File: config.mk
export PLATFORM = sky130hd
export DESIGN_NAME = dm_loader
export DESIGN_NICKNAME = d
export VERILOG_FILES = /design/src/rtl/dm_loader_pkg.sv /design/src/rtl/dm_loader_word_pack.sv /design/src/rtl/dm_loader.sv
export SDC_FILE = /design/constraint.sdc
export NUM_CORES = 1
export LEC_CHECK = 0
export ABC_AREA = 1
export BUFFER_PORTS_ARGS = -buffer_cell sky130_fd_sc_hd__buf_2
export CAP_MARGIN = 20
export CORE_MARGIN = 5
export CORE_UTILIZATION = 49
export CTS_CLUSTER_SIZE = 30
export DETAILED_ROUTE_END_ITERATION = 12
export PLACE_DENSITY = 0.86
export SYNTH_ARGS = -nofsm -noshare
export SYNTH_HDL_FRONTEND = slang
export SYNTH_SLANG_ARGS = --single-unit
File: constraint.sdc
create_clock -name clk -period 4.3 [get_ports clk]
set_clock_uncertainty 0.1 [all_clocks]
set_input_delay 0.43 -clock clk [delete_from_list [all_inputs] [get_ports clk]]
set_output_delay 0.43 -clock clk [all_outputs]
set_load 0.02 [all_outputs]
File: src/rtl/dm_loader_pkg.sv
`default_nettype none
// ============================================================================
//  Module      : dm_loader_pkg
//  Description : Shared encodings for the data-memory byte-stream loader:
//                data-memory read/write codes, loader states and a helper
//                that picks the store width from the bytes held in a word.
//  Revision    : 1.0  initial release
// ============================================================================
package dm_loader_pkg;

    localparam int ADDR_W = 10;
    localparam int LEN_W  = 11;

    // Data-memory store codes
    localparam logic [1:0] c_DMWR_NOP = 2'b00;
    localparam logic [1:0] c_DMWR_SB  = 2'b01;
    localparam logic [1:0] c_DMWR_SH  = 2'b10;
    localparam logic [1:0] c_DMWR_SW  = 2'b11;

    // Data-memory load code for "no access"
    localparam logic [2:0] c_DMRE_NOP = 3'b000;

    // Loader states
    typedef enum logic [2:0] {
        LD_IDLE       = 3'd0,
        LD_COLLECT    = 3'd1,
        LD_WRITE      = 3'd2,
        LD_WRITE_TAIL = 3'd3,
        LD_DONE       = 3'd4
    } ld_state_t;

    // Store width for a word holding n bytes; a 3-byte word is written as a
    // halfword here and its third byte follows as a separate byte store.
    function automatic logic [1:0] ld_wr_code(input logic [2:0] n);
        logic [1:0] code;
        code = c_DMWR_NOP;
        case (n)
            3'd4:       code = c_DMWR_SW;
            3'd2, 3'd3: code = c_DMWR_SH;
            3'd1:       code = c_DMWR_SB;
            default:    code = c_DMWR_NOP;
        endcase
        return code;
    endfunction

endpackage
`default_nettype wire

File: src/rtl/dm_loader_word_pack.sv
`default_nettype none
// ============================================================================
//  Module      : ld_word_pack
//  Description : Little-endian byte-to-word packer. Each pushed byte lands in
//                the next free lane (first byte in [7:0]); the lane count is
//                held alongside and both clear when the word is written.
//  Revision    : 1.0  initial release
// ============================================================================
module ld_word_pack
    import dm_loader_pkg::*;
(
    input  logic        clk,
    input  logic        rstn,
    input  logic        i_push,
    input  logic [7:0]  i_byte,
    input  logic        i_clear,
    output logic [31:0] o_word,
    output logic [2:0]  o_count
);

    logic [31:0] r_word;
    logic [2:0]  r_count;

    // Lane assembly: clear wins, otherwise drop the byte into lane r_count
    always_ff @(posedge clk) begin
        if (!rstn) begin
            r_word  <= '0;
            r_count <= '0;
        end else if (i_clear) begin
            r_word  <= '0;
            r_count <= '0;
        end else if (i_push) begin
            case (r_count[1:0])
                2'd0:    r_word[7:0]   <= i_byte;
                2'd1:    r_word[15:8]  <= i_byte;
                2'd2:    r_word[23:16] <= i_byte;
                default: r_word[31:24] <= i_byte;
            endcase
            r_count <= r_count + 3'd1;
        end
    end

    assign o_word  = r_word;
    assign o_count = r_count;

endmodule
`default_nettype wire

File: src/rtl/dm_loader.sv
`default_nettype none
// ============================================================================
//  Module      : dm_loader
//  Description : Byte-stream image loader in front of the data memory. Idle:
//                MEM-stage port passes straight through. On start it stalls
//                the pipeline, packs a little-endian byte stream into words
//                and stores them at consecutive addresses from BASE.
//  Revision    : 1.0  initial release
// ============================================================================
module dm_loader
    import dm_loader_pkg::*;
#(
    parameter logic [ADDR_W-1:0] BASE = '0
) (
    input  logic              clk,
    input  logic              rstn,
    input  logic              i_start,
    input  logic [LEN_W-1:0]  i_len,
    input  logic [7:0]        i_in_data,
    input  logic              i_in_valid,
    output logic              o_in_ready,
    input  logic [1:0]        i_cpu_wr,
    input  logic [2:0]        i_cpu_re,
    input  logic [ADDR_W-1:0] i_cpu_addr,
    input  logic [31:0]       i_cpu_wdata,
    output logic              o_cpu_stall,
    output logic [1:0]        o_dm_wr,
    output logic [2:0]        o_dm_re,
    output logic [ADDR_W-1:0] o_dm_addr,
    output logic [31:0]       o_dm_wdata,
    output logic              o_busy,
    output logic              o_done
);

    // Longest load that fits between BASE and the top of the 1 KiB space,
    // so address arithmetic never wraps.
    localparam logic [LEN_W-1:0] c_MAX_LEN = 11'd1024 - {1'b0, BASE};

    ld_state_t         r_state;
    ld_state_t         w_next;
    logic [LEN_W-1:0]  r_len;
    logic [LEN_W-1:0]  r_k;
    logic [ADDR_W-1:0] r_addr;

    logic [LEN_W-1:0]  w_len_eff;
    logic              w_accept;
    logic              w_clear;
    logic [31:0]       w_word;
    logic [2:0]        w_count;

    assign w_len_eff = (i_len > c_MAX_LEN) ? c_MAX_LEN : i_len;
    assign w_accept  = o_in_ready & i_in_valid;

    ld_word_pack u_pack (
        .clk     (clk),
        .rstn    (rstn),
        .i_push  (w_accept),
        .i_byte  (i_in_data),
        .i_clear (w_clear),
        .o_word  (w_word),
        .o_count (w_count)
    );

    // State register
    always_ff @(posedge clk) begin
        if (!rstn) begin
            r_state <= LD_IDLE;
        end else begin
            r_state <= w_next;
        end
    end

    // Load length, running byte count and word address
    always_ff @(posedge clk) begin
        if (!rstn) begin
            r_len  <= '0;
            r_k    <= '0;
            r_addr <= '0;
        end else begin
            if (r_state == LD_IDLE && i_start) begin
                r_len  <= w_len_eff;
                r_k    <= '0;
                r_addr <= BASE;
            end else begin
                if (w_accept) begin
                    r_k <= r_k + 11'd1;
                end
                if (r_state == LD_WRITE && w_next == LD_COLLECT) begin
                    r_addr <= r_addr + 10'd4;
                end
            end
        end
    end

    // Next-state decode and data-memory port mux
    always_comb begin
        w_next      = r_state;
        w_clear     = 1'b0;
        o_in_ready  = 1'b0;
        o_cpu_stall = 1'b1;
        o_busy      = 1'b1;
        o_done      = 1'b0;
        o_dm_wr     = c_DMWR_NOP;
        o_dm_re     = c_DMRE_NOP;
        o_dm_addr   = r_addr;
        o_dm_wdata  = '0;

        case (r_state)
            LD_IDLE: begin
                o_cpu_stall = 1'b0;
                o_busy      = 1'b0;
                o_dm_wr     = i_cpu_wr;
                o_dm_re     = i_cpu_re;
                o_dm_addr   = i_cpu_addr;
                o_dm_wdata  = i_cpu_wdata;
                if (i_start) begin
                    w_next = (w_len_eff == '0) ? LD_DONE : LD_COLLECT;
                end
            end
            LD_COLLECT: begin
                o_in_ready = 1'b1;
                if (w_accept && (w_count == 3'd3 || (r_k + 11'd1) == r_len)) begin
                    w_next = LD_WRITE;
                end
            end
            LD_WRITE: begin
                o_dm_wr = ld_wr_code(w_count);
                if (w_count == 3'd3) begin
                    // Low halfword now; lane 2 is kept for the tail store
                    o_dm_wdata = {16'h0000, w_word[15:0]};
                    w_next     = LD_WRITE_TAIL;
                end else begin
                    o_dm_wdata = w_word;
                    w_clear    = 1'b1;
                    w_next     = (r_k < r_len) ? LD_COLLECT : LD_DONE;
                end
            end
            LD_WRITE_TAIL: begin
                o_dm_wr    = c_DMWR_SB;
                o_dm_addr  = r_addr + 10'd2;
                o_dm_wdata = {24'h000000, w_word[23:16]};
                w_clear    = 1'b1;
                w_next     = LD_DONE;
            end
            LD_DONE: begin
                o_done = 1'b1;
                w_next = LD_IDLE;
            end
            default: begin
                w_next = LD_IDLE;
            end
        endcase

        // Quiet port while reset is held
        if (!rstn) begin
            w_clear     = 1'b0;
            o_in_ready  = 1'b0;
            o_cpu_stall = 1'b0;
            o_busy      = 1'b0;
            o_done      = 1'b0;
            o_dm_wr     = c_DMWR_NOP;
            o_dm_re     = c_DMRE_NOP;
            o_dm_addr   = '0;
            o_dm_wdata  = '0;
        end
    end

endmodule
`default_nettype wire

==> results of run 1 <==
## placed cells by master, fill, tap and decap left out, types with 4 or more instances in the layout
| cell type | instances |
|---|---|
| a21oi_1 | 34 |
| a22oi_1 | 16 |
| a31oi_1 | 6 |
| buf_2 | 120 |
| clkbuf_8 | 10 |
| clkinv_2 | 4 |
| dfxtp_1 | 68 |
| ha_1 | 19 |
| inv_1 | 54 |
| inv_2 | 9 |
| nand2_1 | 116 |
| nand2_2 | 4 |
| nand3_1 | 58 |
| nand4_1 | 4 |
| nor2_1 | 115 |
| o21ai_0 | 60 |
| o21ai_1 | 4 |
| xor2_1 | 4 |
## cells by family after synthesis
kind of cell / synth area share, %
fa+ha+maj: 5.71
buf+inv: 8.96
xor+xnor: 0.842
flops: 32.7
simple gates: 34.3
compound gates: 17.5
## registers in the layout (all words and copies together), names as in the netlist
register        count
r_state             3
r_addr              8
r_k                11
u_pack.o_count      3
u_pack.o_word      32
r_len              11
## metal layers
| layer | share of wire (%) | routed length [um] | GRT usage, % | vias to the layer above |
|---|---|---|---|---|
| met4 | 2.4 | 293 | 10.8 | 0 |
| met5 | 0 | 0 | 0 | - |
| li1 | - | - | - | 2287 |
| met3 | 5.7 | 681 | 3.00 | 29 |
| met1 | 41 | 4900 | 26.7 | 2128 |
| met2 | 51 | 6130 | 41.9 | 178 |
## where the power goes
| part | switching, mW | total, mW | internal [mW] |
|---|---|---|---|
| logic | 0.171 | 0.264 | 0.0933 |
| clock network | 0.250 | 0.474 | 0.223 |
| registers | 0.0120 | 0.655 | 0.643 |
## area by class of cell
type / instances / area share, %
Multi-Input combinational cell: 472 / 49.0
Sequential cell: 68 / 27.5
Timing Repair Buffer: 121 / 12.3
Inverter: 66 / 5.07
Clock buffer: 10 / 2.78
Tap cell: 105 / 2.65
Clock inverter: 6 / 0.808
## metrics by stage
stage	hold WS, ns	instances	util [%]
5_1_grt	0.258	848	60.0
4_1_cts	0.217	848	60.0
2_1_floorplan	0.346	630	-
3_3_place_gp	0.369	832	57.9
6_report	0.222	848	60.0
3_5_place_dp	0.373	832	57.9
## path summary, 6_finish.rpt
kind / from / end / slack [ns] / cells after the start
min: i_len[8] / r_len[8] / 0.22 / 3
min reg2reg: r_addr[5] / r_addr[5] / 0.39 / 2
max reg2reg: u_pack.o_count[0] / u_pack.o_count[1] / 1.91 / 6
max: r_state[2] / o_dm_wdata[28] / 1.61 / 8
## worst max-delay path, delay by kind of cell, from the launching register on
kind                   cells  cell delay (ns)
AOI/OAI and AO/OA          1             0.12
buffers and inverters      3             0.38
DFF                        1             0.37
and+or+nand+nor            4             0.93
==> metrics.md, run 1 <==
| Metric | Value |
|---|---|
| Antenna violation net count after detailed routing | `0` |
| Detailed-placement wirelength estimate | `9120 um` |
| Max Buffers Root-to-Sink | `2` |
| Hold Buf Count CTS | `0` |
| DR iter-0 viols | `300` |
| Final wirelength | `12000 um` |
| Max incr delay on CP | `0.37 ns` |
| Clk sink count | `68` |
| Crit start category | `flip-flop` |
| P_leak | `2.28 nW` |
| Setup WS pre-CTS | `1.70 ns` |
| Actual slew at the worst max-slew pin | `0.943 ns` |
| Total GRT Usage | `23.1%` |
| Clock-pin slew on the worst setup and hold paths | `0.08 ns` |
| Top-count cell post-synth | `nand2_1` |
| CP max FO | `22` |
| Synth Flop Type | `dfxtp_1` |
| Post-DP Area | `4780 um^2` |
| Setup_tns | `0 ns` |
| Worst path most repeated cell | `inv_2` |
| Die area | `10400 um^2` |
| Area growth, synth to finish | `19.1%` |
| Final worst path period need | `2.69 ns` |
| Number of global-route vias before repair | `4492` |
| Count of cell types in the netlist | `42` |
| Final instance area | `4960 um^2` |
| Worst VDD drop | `185 uV` |
| Flops & latches, synth | `68` |
| RSZ-0062 raised after global routing | `no` |
| Final Slew Violations | `0` |
| GPL Wtd Cong | `0.876` |
| Number of CTS-inserted buffers | `9` |
| Crit end category | `primary output` |
| ANT cells | `0` |
| CP max-delay cell | `dfxtp_1` |
| DRC errors left | `0` |
| Hold/Removal Path Class | `in -> reg` |
| Pwr dens | `281 nW/um^2` |
| Share of layout cells above drive strength 1 | `22.5%` |
| Yosys warnings | `0` |
| Vias per cell | `5.45` |
| Num rows | `33` |
| EDFF count, synth | `0` |
| DR vias | `4622` |
| Wire per inst | `14.2 um` |
| Number of post-CTS setup repair buffers | `0` |
| Post-synth top area share | `32.7%` |
| Initial antenna violation count | `0` |
| Worst EP required | `3.77 ns` |
| Ports | `121` |
| Crit-path cells | `nor2_2 > inv_2 > nor2_4 > inv_2 > nor2_8 > a22oi_1 > nor2_1 > buf_2` |
| Largest net degree at the start of global routing | `47` |
| Count of mapped cells out of synthesis | `630` |
| Root Driver | `clkbuf_8` |
| Mapped Area | `4160 um^2` |
| H-tree Lvls | `3` |
| Main area contributors after synthesis | `dfxtp_1, nand2_1, nor2_1, o21ai_0, nand3_1` |
| Crit path kind | `reg -> out` |
| Input/output buffers | `120` |
| Final total power | `1.39 mW` |
| First drt pass iteration count | `5` |
| Area of the multi-input gates | `2430 um^2` |
| CTS tree | `yes` |
| # fillers | `772` |
| Core box area | `8260 um^2` |
| CP arrival | `2.16 ns` |
| GRT overflow | `0` |
| Yosys top cell by area | `dfxtp_1` |
| Net count, final | `827` |
| Final worst slack | `1.61 ns` |
| Final period utilization | `62.6%` |
| Synthesized area per cell | `6.60 um^2` |
| Status | `complete, no violations` |
| Synth async-reset ratio | `0%` |
| First-pass GRT wire length | `19400 um` |
| Sequential cell area fraction in the yosys report | `32.7%` |
| Setup violations, final | `0` |
| Starting Density | `50.4%` |
| Final hold vios | `0` |
| Maximum operating frequency | `371 MHz` |
| Seq. cell area | `1360 um^2` |
| # Max-Cap Violations | `0` |
| Worst slew margin | `37.0%` |
| Die X-Extent | `102 um` |
| Post-CTS sizing | `0` |
| Later-pin clock latency in the skew report | `0.35 ns` |
| Synth cell count leaders | `nand2_1, nor2_1, dfxtp_1` |
| Mapped Nets | `719` |
| Die Span Y | `102 um` |
(Power assumes the default switching activity.)
==> inputs of run 2 (changes only) <==
==> constraint.sdc (replaced) <==
create_clock -name clk -period 2.7 [get_ports clk]
set_clock_uncertainty 0.1 [all_clocks]
set_input_delay 0.27 -clock clk [delete_from_list [all_inputs] [get_ports clk]]
set_output_delay 0.27 -clock clk [all_outputs]
set_load 0.02 [all_outputs]
==> run 2 against run 1 <==
Clock power grew 99%. Setup slack got worse by 1.3 ns. Final cell count up 0.59%. Routed wire length barely moved. Critical path type unchanged. Largest power group unchanged.
==> metrics.md, run 2 (synthesis gave the netlist of run 1 again) <==
| Metric | Value |
|---|---|
| Number of global-route vias before repair | `4453 (-0.87%)` |
| Hold Buf Count CTS | `0 (unchanged)` |
| ANT cells | `0 (unchanged)` |
| # Max-Cap Violations | `0 (unchanged)` |
| Hold Path Depth | `3 (unchanged)` |
| Maximum operating frequency | `413 MHz` |
| Vias per cell | `5.44 (-0.22%)` |
| Post-DP Area | `4820 um^2 (+0.79%)` |
| Crit end category | `primary output` |
| Hold Startpoint | `i_len[5]` |
| Net count, final | `832 (+0.60%)` |
| RR Startpoint | `r_k[8]` |
| Crit start category | `flip-flop` |
| Worst setup path startpoint | `r_state[1]` |
| First-pass GRT wire length | `19700 um (+1.6%)` |
| Pwr dens | `478 nW/um^2 (+70%)` |
| Root Driver | `clkbuf_8` |
| Final worst path period need | `2.42 ns` |
| Die Span Y | `102 um (unchanged)` |
| Total GRT Usage | `23.4% (+0.32 points)` |
| Detailed-placement wirelength estimate | `9110 um (about the same)` |
| GPL Wtd Cong | `0.849 (-3.0%)` |
| Core box area | `8260 um^2 (unchanged)` |
| Hold/Removal Path Class | `in -> reg` |
| Antenna violation net count after detailed routing | `0 (unchanged)` |
| Initial antenna violation count | `0 (unchanged)` |
| Die X-Extent | `102 um (unchanged)` |
| Input/output buffers | `120 (unchanged)` |
| Clock-pin slew on the worst setup and hold paths | `0.09 ns (about the same)` |
| Die area | `10400 um^2 (unchanged)` |
| Commonest non-fill, non-tap cell in the layout | `buf_2` |
| Final wirelength | `12000 um (about the same)` |
| Clk sink count | `68 (unchanged)` |
| Final hold vios | `0 (unchanged)` |
| Post-CTS sizing | `0 (unchanged)` |
| Final Slew Violations | `0 (unchanged)` |
| DRC errors left | `0 (unchanged)` |
| First drt pass iteration count | `6 (+1)` |
| Starting Density | `50.4% (unchanged)` |
| Ports | `121 (unchanged)` |
| Area growth, synth to finish | `21.1%` |
| R2R cell count | `9 (+3)` |
| Actual slew at the worst max-slew pin | `0.559 ns (-0.384 ns)` |
| Number of post-CTS setup repair buffers | `0 (unchanged)` |
| DR vias | `4639 (+0.37%)` |
| P_leak | `2.32 nW (+1.5%)` |
| Setup violations, final | `0 (unchanged)` |
| Later-pin clock latency in the skew report | `0.35 ns (about the same)` |
| GRT overflow | `0 (unchanged)` |
| DR iter-0 viols | `295 (-1.7%)` |
| Share of layout cells above drive strength 1 | `23.0% (+0.52 points)` |
| Final instance area | `5040 um^2 (+1.7%)` |
| Crit path kind | `reg -> out` |
| Status | `complete, no violations` |
| Worst slew margin | `62.6% (+26 points)` |
| Worst EP required | `2.33 ns (-1.44 ns)` |
| Max Buffers Root-to-Sink | `2 (unchanged)` |
| Worst VDD drop | `298 uV (+61%)` |
| CP max FO | `8 (-64%)` |
| Setup_tns | `0 ns (unchanged)` |
| Largest register FFs | `32 (unchanged)` |
| Number of CTS-inserted buffers | `9 (unchanged)` |
| CP arrival | `2.05 ns (-0.11 ns)` |
| Final period utilization | `89.7%` |
| H-tree Lvls | `3 (unchanged)` |
| Num rows | `33 (unchanged)` |
| RSZ-0062 raised after global routing | `no` |
| Most frequent cells in the layout | `buf_2, nand2_1, nor2_1, dfxtp_1, o21ai_0` |
| CTS tree | `yes` |
| Wire per inst | `14.1 um (-0.54%)` |
| Largest net degree at the start of global routing | `47 (unchanged)` |
## run 2: cell types whose count changed in the layout (fill, tap and decap cells not counted)
cell,previous run,this run
clkinv_4,2,1
clkinvlp_4,1,3
bufinv_16,0,2
clkinv_2,4,1
clkbuf_8,10,9
inv_6,0,1
buf_4,1,6
## run 2: final timing paths
path / to / slack (ns)
setup / recovery: o_dm_wdata[0] / 0.28
hold / removal: r_len[5] / 0.07
hold reg to reg: u_pack.o_word[30] / 0.39
setup reg to reg: r_addr[7] / 0.42
## run 2: power breakdown
group          switching, mW  internal (mW)  leakage, nW
registers             0.0184           1.02        0.550
logic                  0.271          0.152         1.66
clock network          0.420          0.524        0.102
## run 2: worst max-delay path: stages (launching register included)
cell and delay [ns]:
dfxtp_1 0.36, inv_2 0.07, nor2_2 0.12, inv_2 0.07, nor2_1 0.44, buf_4 0.24
nand2_1 0.06, a31oi_1 0.16, buf_2 0.20
## run 2: through the flow
stage | utilization, % | total power, mW | worst slack, ns | instances | hold slack (ns)
final | 61.0 | 2.41 | 0.279 | 853 | 0.0718
after floorplan | - | 1.33 | 0.588 | 630 | 0.305
after global routing | 61.0 | 2.51 | 0.0424 | 853 | 0.0895
after CTS | 61.0 | 2.42 | 0.276 | 853 | 0.0575
after global placement | 58.3 | 1.47 | 0.608 | 837 | 0.364
after detailed placement | 58.3 | 1.48 | 0.517 | 837 | 0.376
## run 2: layer usage
layer  share of wire (%)  GRT usage (%)  vias up  routed length (um)
met4                 3.1           10.7        0                 374
li1                    -              -     2307                   -
met3                 7.4           3.21       33                 884
met1                  40           28.7     2110                4750
met2                  50           40.6      189                6000
met5                   0              0        -                   0
## run 2: layout make-up
type	count	area (um^2)
fill	752	3220
multi-input combinational	472	2430
sequential	68	1360
timing repair buffer	126	646
inverter	66	251
tap	105	131
clock buffer	9	124
clock inverter	7	100
